===== config.mk =====
export PLATFORM = sky130hd
export DESIGN_NAME = instr_fetch_flat
export DESIGN_NICKNAME = d
export VERILOG_FILES = /design/src/rtl/instr_fetch_if.sv /design/src/rtl/instr_fetch.sv /design/src/flat_wrapper.sv
export SDC_FILE = /design/constraint.sdc
export NUM_CORES = 1
export LEC_CHECK = 0
export CAP_MARGIN = 5
export CELL_PAD_IN_SITES_DETAIL_PLACEMENT = 2
export CELL_PAD_IN_SITES_GLOBAL_PLACEMENT = 2
export CORE_ASPECT_RATIO = 1.25
export CORE_MARGIN = 2
export CORE_UTILIZATION = 23
export DETAILED_ROUTE_END_ITERATION = 12
export GPL_TIMING_DRIVEN = 0
export PLACE_DENSITY_LB_ADDON = 0.1
export SYNTH_ARGS = -nofsm -noshare
export SYNTH_HDL_FRONTEND = slang
export SYNTH_SLANG_ARGS = --single-unit

===== constraint.sdc =====
create_clock -name clk -period 2.95 [get_ports clk]
set_input_delay 0.7375 -clock clk [delete_from_list [all_inputs] [get_ports clk]]
set_output_delay 0.7375 -clock clk [all_outputs]
set_load 0.02 [all_outputs]

===== src/rtl/instr_fetch_if.sv =====
// ============================================================================
// instr_fetch_if : PC, memory and decoder signals around the fetch stage
// Revision 1.0
// ============================================================================
`default_nettype none

interface instr_fetch_if;
  logic [31:0] pc_addr;
  logic        fetch_en;
  logic        flush;
  logic [31:0] mem_addr;
  logic        mem_req;
  logic [31:0] mem_rdata;
  logic        mem_ack;
  logic [31:0] ir_out;
  logic        ir_valid;
  logic        ir_consume;
  logic        step_pc;
  logic        fetch_err;

  modport master (
    input  pc_addr, fetch_en, flush, mem_rdata, mem_ack, ir_consume,
    output mem_addr, mem_req, ir_out, ir_valid, step_pc, fetch_err
  );

  modport slave (
    output pc_addr, fetch_en, flush, mem_rdata, mem_ack, ir_consume,
    input  mem_addr, mem_req, ir_out, ir_valid, step_pc, fetch_err
  );
endinterface

`default_nettype wire


===== src/rtl/instr_fetch.sv =====
// ============================================================================
// instr_fetch : fetches one word at pc_addr into the instruction register
// Revision 1.0
// ============================================================================
`default_nettype none

module instr_fetch #(
  parameter int unsigned TIMEOUT = 16
) (
  input  logic           clk,
  input  logic           rst,
  instr_fetch_if.master  bus
);

  localparam int unsigned     TIMER_W    = (TIMEOUT > 1) ? $clog2(TIMEOUT) : 1;
  localparam logic [TIMER_W-1:0] c_timer_last = (TIMEOUT == 0) ? '0 : TIMER_W'(TIMEOUT - 1);
  localparam bit              c_timeout_en = (TIMEOUT != 0);

  localparam logic [1:0] c_st_idle = 2'd0;
  localparam logic [1:0] c_st_wait = 2'd1;
  localparam logic [1:0] c_st_hold = 2'd2;
  localparam logic [1:0] c_st_err  = 2'd3;

  logic [1:0]         state_q,     state_d;
  logic [31:0]        mem_addr_q,  mem_addr_d;
  logic               mem_req_q,   mem_req_d;
  logic [31:0]        ir_out_q,    ir_out_d;
  logic               ir_valid_q,  ir_valid_d;
  logic               step_pc_q,   step_pc_d;
  logic               fetch_err_q, fetch_err_d;
  logic [TIMER_W-1:0] timer_q,     timer_d;

  logic w_timeout_hit;

  assign w_timeout_hit = c_timeout_en && (timer_q == c_timer_last);

  // State register
  always_ff @(posedge clk) begin
    if (rst) begin
      state_q     <= c_st_idle;
      mem_addr_q  <= '0;
      mem_req_q   <= 1'b0;
      ir_out_q    <= '0;
      ir_valid_q  <= 1'b0;
      step_pc_q   <= 1'b0;
      fetch_err_q <= 1'b0;
      timer_q     <= '0;
    end else begin
      state_q     <= state_d;
      mem_addr_q  <= mem_addr_d;
      mem_req_q   <= mem_req_d;
      ir_out_q    <= ir_out_d;
      ir_valid_q  <= ir_valid_d;
      step_pc_q   <= step_pc_d;
      fetch_err_q <= fetch_err_d;
      timer_q     <= timer_d;
    end
  end

  // Next-state logic; flush wins over ack and consume in every non-error state
  always_comb begin
    state_d = state_q;
    unique case (state_q)
      c_st_idle: begin
        if (!bus.flush && bus.fetch_en) state_d = c_st_wait;
      end
      c_st_wait: begin
        if (bus.flush)            state_d = c_st_idle;
        else if (bus.mem_ack)     state_d = c_st_hold;
        else if (w_timeout_hit)   state_d = c_st_err;
      end
      c_st_hold: begin
        if (bus.flush)            state_d = c_st_idle;
        else if (bus.ir_consume)  state_d = bus.fetch_en ? c_st_wait : c_st_idle;
      end
      c_st_err: state_d = c_st_err;
      default:  state_d = c_st_idle;
    endcase
  end

  // Registered output next values
  always_comb begin
    mem_addr_d  = mem_addr_q;
    mem_req_d   = mem_req_q;
    ir_out_d    = ir_out_q;
    ir_valid_d  = ir_valid_q;
    step_pc_d   = 1'b0;
    fetch_err_d = fetch_err_q;
    timer_d     = timer_q;
    unique case (state_q)
      c_st_idle: begin
        if (bus.flush) begin
          mem_req_d  = 1'b0;
          ir_valid_d = 1'b0;
        end else if (bus.fetch_en) begin
          mem_addr_d = bus.pc_addr;
          mem_req_d  = 1'b1;
          timer_d    = '0;
        end
      end
      c_st_wait: begin
        if (bus.flush) begin
          mem_req_d  = 1'b0;
          ir_valid_d = 1'b0;
        end else if (bus.mem_ack) begin
          ir_out_d   = bus.mem_rdata;
          ir_valid_d = 1'b1;
          mem_req_d  = 1'b0;
          step_pc_d  = 1'b1;
        end else begin
          timer_d = timer_q + TIMER_W'(1);
          if (w_timeout_hit) begin
            mem_req_d   = 1'b0;
            fetch_err_d = 1'b1;
          end
        end
      end
      c_st_hold: begin
        if (bus.flush) begin
          mem_req_d  = 1'b0;
          ir_valid_d = 1'b0;
        end else if (bus.ir_consume) begin
          ir_valid_d = 1'b0;
          if (bus.fetch_en) begin
            mem_addr_d = bus.pc_addr;
            mem_req_d  = 1'b1;
            timer_d    = '0;
          end
        end
      end
      c_st_err: mem_req_d = 1'b0;
      default: begin
        mem_req_d  = 1'b0;
        ir_valid_d = 1'b0;
      end
    endcase
  end

  assign bus.mem_addr  = mem_addr_q;
  assign bus.mem_req   = mem_req_q;
  assign bus.ir_out    = ir_out_q;
  assign bus.ir_valid  = ir_valid_q;
  assign bus.step_pc   = step_pc_q;
  assign bus.fetch_err = fetch_err_q;

endmodule

`default_nettype wire


===== src/flat_wrapper.sv =====
// flat-port wrapper written by rule: the top's interface ports become plain ports
module instr_fetch_flat 
#(
  parameter int unsigned TIMEOUT = 16
)
  (clk, rst, bus_pc_addr, bus_fetch_en, bus_flush, bus_mem_rdata, bus_mem_ack, bus_ir_consume, bus_mem_addr, bus_mem_req, bus_ir_out, bus_ir_valid, bus_step_pc, bus_fetch_err);
  instr_fetch_if bus_i ();
  input  logic clk;
  input  logic rst;
  input wire logic [$bits(bus_i.pc_addr)-1:0] bus_pc_addr;
  input wire logic [$bits(bus_i.fetch_en)-1:0] bus_fetch_en;
  input wire logic [$bits(bus_i.flush)-1:0] bus_flush;
  input wire logic [$bits(bus_i.mem_rdata)-1:0] bus_mem_rdata;
  input wire logic [$bits(bus_i.mem_ack)-1:0] bus_mem_ack;
  input wire logic [$bits(bus_i.ir_consume)-1:0] bus_ir_consume;
  output wire logic [$bits(bus_i.mem_addr)-1:0] bus_mem_addr;
  output wire logic [$bits(bus_i.mem_req)-1:0] bus_mem_req;
  output wire logic [$bits(bus_i.ir_out)-1:0] bus_ir_out;
  output wire logic [$bits(bus_i.ir_valid)-1:0] bus_ir_valid;
  output wire logic [$bits(bus_i.step_pc)-1:0] bus_step_pc;
  output wire logic [$bits(bus_i.fetch_err)-1:0] bus_fetch_err;
  assign bus_i.pc_addr = bus_pc_addr;
  assign bus_i.fetch_en = bus_fetch_en;
  assign bus_i.flush = bus_flush;
  assign bus_i.mem_rdata = bus_mem_rdata;
  assign bus_i.mem_ack = bus_mem_ack;
  assign bus_i.ir_consume = bus_ir_consume;
  assign bus_mem_addr = bus_i.mem_addr;
  assign bus_mem_req = bus_i.mem_req;
  assign bus_ir_out = bus_i.ir_out;
  assign bus_ir_valid = bus_i.ir_valid;
  assign bus_step_pc = bus_i.step_pc;
  assign bus_fetch_err = bus_i.fetch_err;
  instr_fetch #(.TIMEOUT(TIMEOUT)) u_core (.clk(clk), .rst(rst), .bus(bus_i));
endmodule

# ---- Word level (Yosys, flattened, before mapping)
# Index checks and enable logic that the tools add are counted.
dict set report word_totals {
  mem_bits_ro 0
  ram_bits 0
  in_bits 70
  latch_bits 0
  ff_bits 74
  word_cells 74
  n_memories 0
}
dict set report op_classes {
  order_cmp 0
  n_reduce_logical 13
  mux 35
  n_eq_ne 14
  multipliers 0
  addsub 1
  div_mod_pow 0
  n_bitwise 3
  shift 0
}
# op count
set op_table {}
lappend op_table {{32-bit 2-to-1 mux} 4}
lappend op_table {{32-bit one-hot mux with 2 select lines} 1}
lappend op_table {{4-bit 2-to-1 mux} 6}
lappend op_table {{1-bit 2-to-1 mux} 14}
lappend op_table {{2-bit 2-to-1 mux} 6}
lappend op_table {{2-bit inequality test, second input constant} 6}
lappend op_table {{4-bit one-hot mux with 3 select lines} 1}
lappend op_table {{4-bit AND reduction} 3}
lappend op_table {{2-bit one-hot mux with 4 select lines} 1}
lappend op_table {{3-bit inequality test, second input constant} 2}
lappend op_table {{3-bit AND reduction} 2}
lappend op_table {{6-bit AND reduction} 1}
lappend op_table {{4-bit by 1-bit adder with 4-bit output, second input constant} 1}
lappend op_table {{2-bit == test, second input constant} 2}
lappend op_table {{4-bit == test, second input constant} 1}
lappend op_table {{4-bit by 3-bit inequality test with 1-bit output, second input constant} 1}
lappend op_table {{1-bit one-hot mux with 4 select lines} 1}
lappend op_table {{1-bit inverter} 3}
lappend op_table {{1-bit one-hot mux with 3 select lines} 1}
lappend op_table {{3-bit nonzero test} 1}
lappend op_table {{3-bit OR reduction} 1}
lappend op_table {{2-bit by 1-bit == test with 1-bit output, second input constant} 1}
lappend op_table {{2-bit zero test} 1}
lappend op_table {{2-bit by 1-bit inequality test with 1-bit output, second input constant} 1}
lappend op_table {{other kinds (4)} 4}

# ---- Depth between registers and ports, before layout
# Gate-level depths: netlist of the first run.
dict set report depth {
  ltp_word 5
  mapped_depth 7
  mapped_depth_nobuf 5
}

# ---- Worst setup path after synthesis of the first run
# OpenSTA, ideal clock, no wires.
dict set report synth_timing {
  kind {input to register}
  from {input port bus_flush}
  to {register u_core.timer_q[3]}
  n_path_buf 1
  cell_stages 5
  required_ns 2.829
  t_arrival_ns 1.647
  setup_slack_ns 1.182
  cell_sequence {buf_2 inv_1 nand3_1 a21oi_1 mux2_2}
}
dict set report synth_between {
  elab_chain_len 2
}
# element line_no
set synth_lines {}
lappend synth_lines {{from (decl)} flat_wrapper.sv:12} ;# input wire logic [$bits(bus_i.flush)-1:0] bus_flush;
lappend synth_lines {{2-bit inequality test (no line)} n/a}
lappend synth_lines {{6-bit AND reduction (no line) (*)} n/a}
lappend synth_lines {{to (signal assigned)} instr_fetch.sv:56} ;# timer_q <= timer_d;
lappend synth_lines {{to (decl)} instr_fetch.sv:31} ;# logic [TIMER_W-1:0] timer_q, timer_d;
# Mark *: on every way between the ends. The rest lies on a longest branch, timed or not.
# A chain may end at the register's enable or synchronous reset.

# ---- Final worst setup path of the first run
dict set report layout_timing {
  from {input port bus_fetch_en}
  to {register u_core.timer_q[3]}
}
dict set report layout_between {
  elab_chain_len 4
}
# element line_no
set layout_lines {}
lappend layout_lines {{from (decl)} flat_wrapper.sv:11} ;# input wire logic [$bits(bus_i.fetch_en)-1:0] bus_fetch_en;
lappend layout_lines {{4-bit 2-to-1 mux (*)} n/a}
lappend layout_lines {{4-bit 2-to-1 mux (2 in a row)} n/a}
lappend layout_lines {{4-bit one-hot mux with 3 select lines (*)} n/a}
# Mark *: on every way between the ends. The rest lies on a longest branch, timed or not. The select of a mux whose other input is x is not followed.

==> results of run 1 <==
-- layout make-up --
type | count | share of cell area [%]
Inverter | 1 | 0.0812
Sequential cell | 74 | 32.1
Buffer | 25 | 3.57
Tap cell | 164 | 4.44
Timing Repair Buffer | 136 | 29.5
Clock buffer | 13 | 5.63
Multi-Input combinational cell | 244 | 24.7
-- how the worst max path moves through the flow --
stage / start / endpoint / slack, ns / depth (start not counted)
floorplan: bus_flush / u_core.timer_q[3] / 1.18 / 5
global placement: bus_fetch_en / u_core.timer_q[3] / 0.49 / 5
detailed placement: bus_fetch_en / u_core.timer_q[3] / 0.48 / 5
CTS: bus_fetch_en / u_core.timer_q[3] / 0.82 / 5
global route: bus_fetch_en / u_core.timer_q[3] / 0.68 / 5
finish: bus_fetch_en / u_core.timer_q[3] / 0.83 / 5
-- worst max-delay path: stages --
cell	delay [ns]
clkdlybuf4s50_1	0.58
nor2b_1	0.23
nand3_1	0.22
a21oi_1	0.22
mux2_2	0.34
-- power by group through the flow --
| stage | sequential [mW] | clock [mW] | combinational, mW |
|---|---|---|---|
| floorplan | 1.10 | 0 | 0.0969 |
| global placement | 1.07 | 0 | 0.309 |
| detailed placement | 1.07 | 0 | 0.314 |
| CTS | 1.05 | 1.04 | 0.316 |
| global route | 1.05 | 1.07 | 0.338 |
| finish | 1.05 | 0.988 | 0.308 |
-- cells by family (layout without fill, tap and decap cells) --
family	count (synthesis)	in the layout	synth area share (%)
mux	2	2	0.806
compound gates	81	81	15.3
flops	74	74	53.0
fa+ha+maj	1	1	0.448
buf+inv	26	175	6.05
simple gates	160	160	24.4
-- stage by stage --
stage	hold slack, ns	power, mW	area (um2)	worst slack, ns	instances
floorplan	0.463	1.20	2790	1.18	344
global placement	0.441	1.38	4360	0.491	644
detailed placement	0.451	1.38	4360	0.479	644
CTS	0.458	2.40	4620	0.822	657
global route	0.480	2.46	4620	0.676	657
finish	0.455	2.34	4620	0.833	657
-- flip-flops by register name, indices dropped and copies added (netlist names) --
name	flops
u_core.state_q	2
u_core.timer_q	4
u_core.bus.step_pc	1
u_core.bus.fetch_err	1
u_core.bus.mem_addr	32
u_core.bus.mem_req	1
u_core.bus.ir_out	32
u_core.bus.ir_valid	1
-- layout by cell type (no fill, tap or decap), types with 2 or more instances in the layout --
master           instances
nand3_1                  6
dfxtp_1                 74
o21ai_0                  3
clkbuf_8                 2
nand2b_1                 2
clkbuf_1                10
clkdlybuf4s50_1        136
a21oi_1                 71
nand2_1                132
nor2_1                   5
nor2b_1                  3
clkbuf_16                9
mux2_2                   2
buf_6                    8
a21o_1                   2
buf_2                    9
nor3b_1                  3
nor3_1                   2
-- routing by layer --
| layer | GRT usage, % | share of wire, % | vias up |
|---|---|---|---|
| li1 | - | - | 1412 |
| met1 | 15.5 | 38 | 1358 |
| met2 | 27.1 | 53 | 83 |
| met3 | 4.16 | 6.9 | 11 |
| met4 | 6.59 | 2.0 | 0 |
| met5 | 0 | 0 | - |
==> impl_metrics.py, run 1 <==
metrics = {
    "clock_tree": {
        "h-tree-depth": 3,
        "path_clk_slew_ns": 0.05,
        "clock_latency_ns": 0.33,
        "clk_path_buf_depth": 2,
        "clock_sinks": 74,
        "root_buffer": "clkbuf_16",
        "cts_made_buffers": 9,
        "post_cts_buffers": 0,
        "cts_resized": 0,
        "hold_buffers": 0,
        "cts_tree": "done",
    },
    "power_and_ir_drop": {
        "power.net_switching_mw": 0.543,
        "p_comb_share_pct": 13.1,
        "p_leak_nw": 1.60,
        "p_per_area_nw_per_um2": 507,
        "clkPwrFrac_pct": 42.2,
        "max-vdd-ir-drop_mv": 0.246,
        "switching_share_pct": 23.2,
        "power_frac_seq_pct": 44.7,
        "p_int_mw": 1.80,
    },
    "synth": {
        "synth.distinct_cells": 29,
        "synth_largest_area_cell": "dfxtp_1",
        "synth-seq-cells": 74,
        "synthArstFlopShare_pct": 0,
        "yosys.cell_count.top_type": "nand2_1",
        "ys_warn_count": 0,
        "netlist_top_cells_count": "nand2_1, dfxtp_1, a21oi_1",
        "synthTopCellsByArea": "dfxtp_1, nand2_1, a21oi_1",
        "synth_area_per_cell_um2": 8.12,
        "ys_seq_area_share_pct": 53.0,
        "ys.flop_type": "dfxtp_1",
        "synth_edf_count": 0,
        "synthCells": 344,
        "syn-num-nets": 415,
        "netlist_area_um2": 2790,
        "yosys.area.top_type_share_pct": 53.0,
    },
    "routing": {
        "drt_first_iter_violations": 51,
        "drt-total-wl_um": 9300,
        "wl_per_cell_um": 14.1,
        "dr.pass1.iters": 4,
        "vias_per_cell": 4.36,
        "vias": 2864,
        "drtAntennaViolNets": 0,
        "drc": 0,
    },
    "timing": {
        "fmax_mhz": 472,
        "finalMaxSlewViolations": 0,
        "finalHoldViolCount": 0,
        "worstMarginPinSlew_ns": 0.551,
        "period_share_pct": 71.8,
        "fin_crit_ns": 2.12,
        "skew_ns": 0.00262,
        "rsz0062_at_grt": "no",
        "slew_headroom_pct": 63.3,
        "finalSetupTns_ns": 0,
        "setup_violations": 0,
    },
    "floorplan": {
        "row_count": 45,
        "dieHeight_um": 127,
        "initial_core_util_pct": 23.3,
        "die-area_um2": 13100,
        "io-pin-count": 138,
        "core_area_um2": 12000,
        "die_x_um": 103,
    },
    "worst_hold_path": {
        "hold_end": "u_core.bus.mem_addr[14]",
        "hp-class": "reg2reg",
        "hold_path_depth": 2,
        "hold_start": "u_core.bus.mem_addr[14]",
    },
    "final_layout": {
        "final_core_util_pct": 38.5,
        "area_growth_pct": 65.4,
        "multi_input_area_um2": 1140,
        "fill_cells": 1372,
        "seq_area_um2": 1480,
        "nets": 562,
        "layout-drive-gt1-share_pct": 7.10,
        "diodes": 0,
    },
    "grt": {
        "grt_pass1_wl_um": 15000,
        "grt_usage_pct": 14.9,
        "grt_max_degree": 11,
        "grt_pass1_vias": 3084,
        "antenna_found_initial": 0,
        "grt-ovfl-total": 0,
    },
    "critical_path": {
        "worstSetupPathType": "in2reg",
        "regToRegStartpoint": "u_core.state_q[0]",
        "cp_data_required_time_ns": 3.16,
        "crit_arrival_ns": 2.33,
        "critPathMaxFanout": 6,
        "setup.worst_path.start_class": "primary input",
        "reg2reg_depth": 6,
        "endpoint_kind": "flip-flop",
        "reg2reg_slack_ns": 1.35,
        "r2r_end": "u_core.bus.ir_out[20]",
    },
    "placed_design": {
        "dp.final_hpwl_um": 7160,
        "port-buffer-count": 136,
        "gp_congestion": 0.748,
    },
    "flow_run": {
        "drv_cap": 0,
    },
    "run_status": {
        "status": "finished, final reports clean",
    },
}
Note: power is estimated with default switching activity, not from simulation.
==> run 2, diff against run 1 <==
CORE_UTILIZATION = 19   (was 23)
clock period = 1.8 ns   (was 2.95 ns; I/O delays follow)
==> impl_metrics.py, run 2 (synthesis results as in run 1) <==
metrics = {
    "final_layout": {
        "diodes": 0,
        "fill_cells": 1683,
        "multi_input_area_um2": 1160,
        "seq_area_um2": 1480,
        "area_growth_pct": 68.5,
        "layout-drive-gt1-share_pct": 9.68,
        "final_cell_mix": "nand2_1, clkdlybuf4s50_1, dfxtp_1",
        "nets": 563,
        "layout.cells.most_common": "nand2_1",
        "stdcell_area_um2": 4710,
    },
    "clock_tree": {
        "cts_tree": "done",
        "h-tree-depth": 3,
        "path_clk_slew_ns": 0.06,
        "clock_latency_ns": 0.33,
        "root_buffer": "clkbuf_16",
        "clock_sinks": 74,
        "hold_buffers": 0,
        "clk_path_buf_depth": 2,
        "cts_made_buffers": 9,
    },
    "critical_path": {
        "r2r_end": "u_core.bus.mem_req",
        "reg2reg_depth": 5,
        "reg2reg_slack_ns": 0.26,
        "max_stage_delay_ns": 0.63,
        "critPathTopFamily": "buffers and inverters",
        "crit_arrival_ns": 1.30,
        "cp_data_required_time_ns": 1.35,
        "critPathMaxFanout": 2,
        "setup.worst_path.start_class": "flip-flop",
        "cp_num_buf_inv": 1,
        "slowest_stage": "clkdlybuf4s50_1",
        "endpoint_kind": "output pin",
        "regToRegStartpoint": "u_core.state_q[0]",
        "worstSetupPathType": "reg2out",
        "cp_num_cells": 1,
        "crit_chain": "clkdlybuf4s50_1",
    },
    "floorplan": {
        "die_x_um": 112,
        "core_area_um2": 14400,
        "die-area_um2": 15700,
        "dieHeight_um": 140,
        "initial_core_util_pct": 19.4,
        "io-pin-count": 138,
        "row_count": 49,
    },
    "placed_design": {
        "placed_area_um2": 4380,
        "dp.final_hpwl_um": 7380,
        "port-buffer-count": 136,
        "gp_congestion": 0.681,
    },
    "routing": {
        "wl_per_cell_um": 14.7,
        "vias_per_cell": 4.26,
        "drt-total-wl_um": 9880,
        "drtAntennaViolNets": 0,
        "drc": 0,
        "drt_first_iter_violations": 41,
        "dr.pass1.iters": 4,
        "vias": 2869,
    },
    "power_and_ir_drop": {
        "max-vdd-ir-drop_mv": 0.317,
        "p_per_area_nw_per_um2": 822,
        "p_leak_nw": 1.74,
    },
    "worst_hold_path": {
        "hp-class": "reg2reg",
        "hold_end": "u_core.bus.mem_addr[14]",
        "hold_start": "u_core.bus.mem_addr[14]",
        "hold_path_depth": 2,
    },
    "timing": {
        "finalMaxSlewViolations": 0,
        "slew_headroom_pct": 63.9,
        "finalHoldViolCount": 0,
        "rsz0062_at_grt": "yes",
        "setup_violations": 0,
        "skew_ns": 0.00431,
        "period_share_pct": 97.3,
        "holdWs_ns": 0.456,
        "fmax_mhz": 571,
        "worstMarginPinSlew_ns": 0.534,
        "fin_crit_ns": 1.75,
    },
    "grt": {
        "grt_usage_pct": 12.8,
        "grt_max_degree": 13,
        "antenna_found_initial": 0,
        "grt_pass1_wl_um": 15900,
        "grt-ovfl-total": 0,
        "grt_pass1_vias": 3147,
    },
    "run_status": {
        "status": "finished, final reports clean",
    },
    "flow_run": {
        "drv_cap": 0,
    },
}
run 2: changes by cell type in the layout (fill, tap and decap cells not counted), sizes merged:
cell           previous run  this run
clkinvlp                  0         3
clkdlybuf4s50           136       129
clkinv                    0         2
clkbuf                   21        19
dlymetal6s2s              0         7
run 2: stage by stage:
step	TNS, ns	instances	util [%]	worst slack, ns	power (mW)
floorplan	0	344	-	0.320	1.96
global placement	-22.26	658	30.4	-0.389	2.26
detailed placement	-24.61	658	30.4	-0.408	2.27
CTS	0	673	32.3	0.0150	3.95
global route	-0.00124	674	32.7	-0.00124	4.07
finish	0	674	32.7	0.0494	3.87
run 2: layout make-up:
| cell class | instances | share of cell area (%) |
|---|---|---|
| plain buffers | 25 | 3.72 |
| clock buffers | 10 | 4.86 |
| clock inverters | 5 | 0.691 |
| inverters | 1 | 0.0797 |
| multi-input cells | 244 | 24.7 |
| flip-flops and latches | 74 | 31.5 |
| well taps | 178 | 4.73 |
| repair buffers | 137 | 29.7 |
run 2: report_power, final:
| group | internal, mW | leakage, nW | total, mW | switching (mW) |
|---|---|---|---|---|
| logic | 0.284 | 1.02 | 0.521 | 0.237 |
| clock network | 0.920 | 0.120 | 1.63 | 0.712 |
| registers | 1.69 | 0.600 | 1.71 | 0.0263 |
run 2: routing by layer:
metal	wire [um]	GRT usage, %
met5	0	0
met4	171	5.01
met3	651	4.14
met2	4950	22.5
met1	4110	14.4
run 2: what timing repair did:
action | in CTS | in global routing
resized for setup | 4 | 20
buffers inserted | 0 | 1
endpoints found under the setup margin | 40 | 67
pin swaps | 0 | 1
run 2: how the worst max path moves through the flow:
| stage | startpoint | end | slack [ns] |
|---|---|---|---|
| global placement | bus_fetch_en | u_core.timer_q[3] | -0.39 |
| finish | u_core.bus.mem_addr[7] | bus_mem_addr[7] | 0.05 |
| floorplan | bus_flush | u_core.timer_q[3] | 0.32 |
| CTS | bus_ir_consume | u_core.bus.mem_addr[7] | 0.02 |
| detailed placement | bus_mem_ack | u_core.bus.ir_out[7] | -0.41 |
| global route | rst | u_core.bus.fetch_err | -0.001 |
==> run 3, diff against run 2 <==
CORE_ASPECT_RATIO = 0.6   (was 1.25)
SKIP_CTS_REPAIR_TIMING = 1   (was not set)
==> impl_metrics.py, run 3 (synthesis results as in run 1) <==
metrics = {
    "run_status": {
        "status": "finished, final reports clean",
    },
    "timing": {
        "slew_headroom_pct": 69.1,
        "finalHoldViolCount": 0,
        "period_share_pct": 97.4,
        "skew_ns": 0.00756,
        "holdWs_ns": 0.453,
        "fmax_mhz": 570,
        "fin_crit_ns": 1.75,
        "finalMaxSlewViolations": 0,
        "setup_violations": 0,
        "finalWorstSetupSlack_ns": 0.0467,
        "worstMarginPinSlew_ns": 0.464,
    },
    "power_and_ir_drop": {
        "power_frac_seq_pct": 42.3,
        "p_per_area_nw_per_um2": 849,
        "clkPwrFrac_pct": 44.8,
        "finalPower_mw": 4.06,
        "power.net_switching_mw": 0.988,
        "p_comb_share_pct": 13.0,
        "p_int_mw": 3.07,
        "switching_share_pct": 24.3,
        "p_leak_nw": 1.78,
        "max-vdd-ir-drop_mv": 0.344,
    },
    "critical_path": {
        "cp_num_buf_inv": 1,
        "regToRegStartpoint": "u_core.state_q[0]",
        "endpoint_kind": "output pin",
        "slowest_stage": "clkdlybuf4s50_1",
        "critPathLaunch": "u_core.bus.mem_addr[12]",
        "max_stage_delay_ns": 0.64,
        "critPathMaxFanout": 2,
        "crit_arrival_ns": 1.30,
        "crit_chain": "clkdlybuf4s50_1",
        "setup.worst_path.start_class": "flip-flop",
        "worstSetupPathType": "reg2out",
        "critPathTopFamily": "buffers and inverters",
        "cp_data_required_time_ns": 1.35,
    },
    "final_layout": {
        "diodes": 0,
        "nets": 565,
        "layout.cells.non_filler": 696,
        "area_growth_pct": 71.1,
        "layout.cells.most_common": "nand2_1",
        "final_cell_mix": "nand2_1, clkdlybuf4s50_1, dfxtp_1",
        "layout-drive-gt1-share_pct": 10.6,
        "final_core_util_pct": 33.1,
    },
    "clock_tree": {
        "path_clk_slew_ns": 0.06,
        "clk_path_buf_depth": 2,
        "clock_sinks": 74,
        "clock_latency_ns": 0.33,
        "cts_made_buffers": 9,
        "cts_tree": "done",
        "h-tree-depth": 3,
        "root_buffer": "clkbuf_16",
    },
    "grt": {
        "use_met3_pct": 5.14,
        "antenna_found_initial": 0,
        "grt.busiest_layer": "met2",
        "grt_pass1_vias": 3041,
        "grt-ovfl-total": 0,
        "grt_max_degree": 13,
        "use_met1_pct": 17.6,
        "grt_usage_pct": 13.3,
        "grt_util_met2_pct": 20.5,
        "grt_pass1_wl_um": 16400,
    },
    "routing": {
        "drt-total-wl_um": 10500,
        "vias_per_cell": 4.14,
        "drtAntennaViolNets": 0,
        "drc": 0,
        "vias": 2881,
        "wl_per_cell_um": 15.1,
        "drt_first_iter_violations": 52,
        "dr.pass1.iters": 4,
    },
    "floorplan": {
        "initial_core_util_pct": 19.4,
        "dieHeight_um": 97.9,
        "io-pin-count": 138,
        "row_count": 34,
        "core_area_um2": 14400,
        "die-area_um2": 15700,
        "die_x_um": 161,
    },
    "placed_design": {
        "dp.final_hpwl_um": 7860,
        "dp_cells": 678,
        "gp_congestion": 0.694,
        "port-buffer-count": 136,
        "post-place-ws_ns": -0.467,
    },
    "worst_hold_path": {
        "hp-class": "reg2reg",
        "hold_start": "u_core.bus.mem_addr[14]",
    },
    "flow_run": {
        "drv_cap": 0,
    },
}
-- run 3: worst reg2reg max path: stages (launching register included) --
cell and delay [ns]:
dfxtp_1 0.30, buf_2 0.23, nand3b_1 0.21, nand2b_1 0.20, buf_2 0.16, buf_2 0.20
nand2_1 0.10, a21oi_1 0.06
-- run 3: path summary, 6_finish.rpt --
check | slack, ns | cells past startpoint | end
max | 0.05 | 1 | bus_mem_addr[12]
min | 0.45 | 2 | u_core.bus.mem_addr[14]
max reg2reg | 0.24 | 7 | u_core.bus.ir_out[4]
min reg2reg | 0.45 | 2 | u_core.bus.mem_addr[14]
-- run 3: layout make-up --
| class | count | area (um2) |
|---|---|---|
| inverters | 1 | 3.75 |
| fillers | 1629 | 9640 |
| clock inverters | 5 | 55.1 |
| plain buffers | 25 | 175 |
| flip-flops and latches | 74 | 1480 |
| well taps | 198 | 248 |
| repair buffers | 139 | 1400 |
| multi-input cells | 244 | 1170 |
| clock buffers | 10 | 239 |
-- run 3: routing by layer --
| metal | vias up | part of all wire (%) |
|---|---|---|
| met1 | 1374 | 49 |
| li1 | 1419 | - |
| met5 | - | 0 |
| met3 | 10 | 6.6 |
| met2 | 78 | 43 |
| met4 | 0 | 1.0 |
-- run 3: power by group through the flow --
stage,sequential (mW),clock [mW],combinational (mW)
after floorplan,1.80,0,0.159
after CTS,1.72,1.88,0.527
after detailed placement,1.75,0,0.523
after global routing,1.72,1.96,0.575
final,1.72,1.82,0.527
after global placement,1.75,0,0.512
-- run 3: stage by stage --
step	setup TNS, ns	instance area, um2
after CTS	-0.370	4700
after global placement	-20.86	4400
after floorplan	0	2790
after global routing	-0.00393	4780
after detailed placement	-23.60	4400
final	0	4780
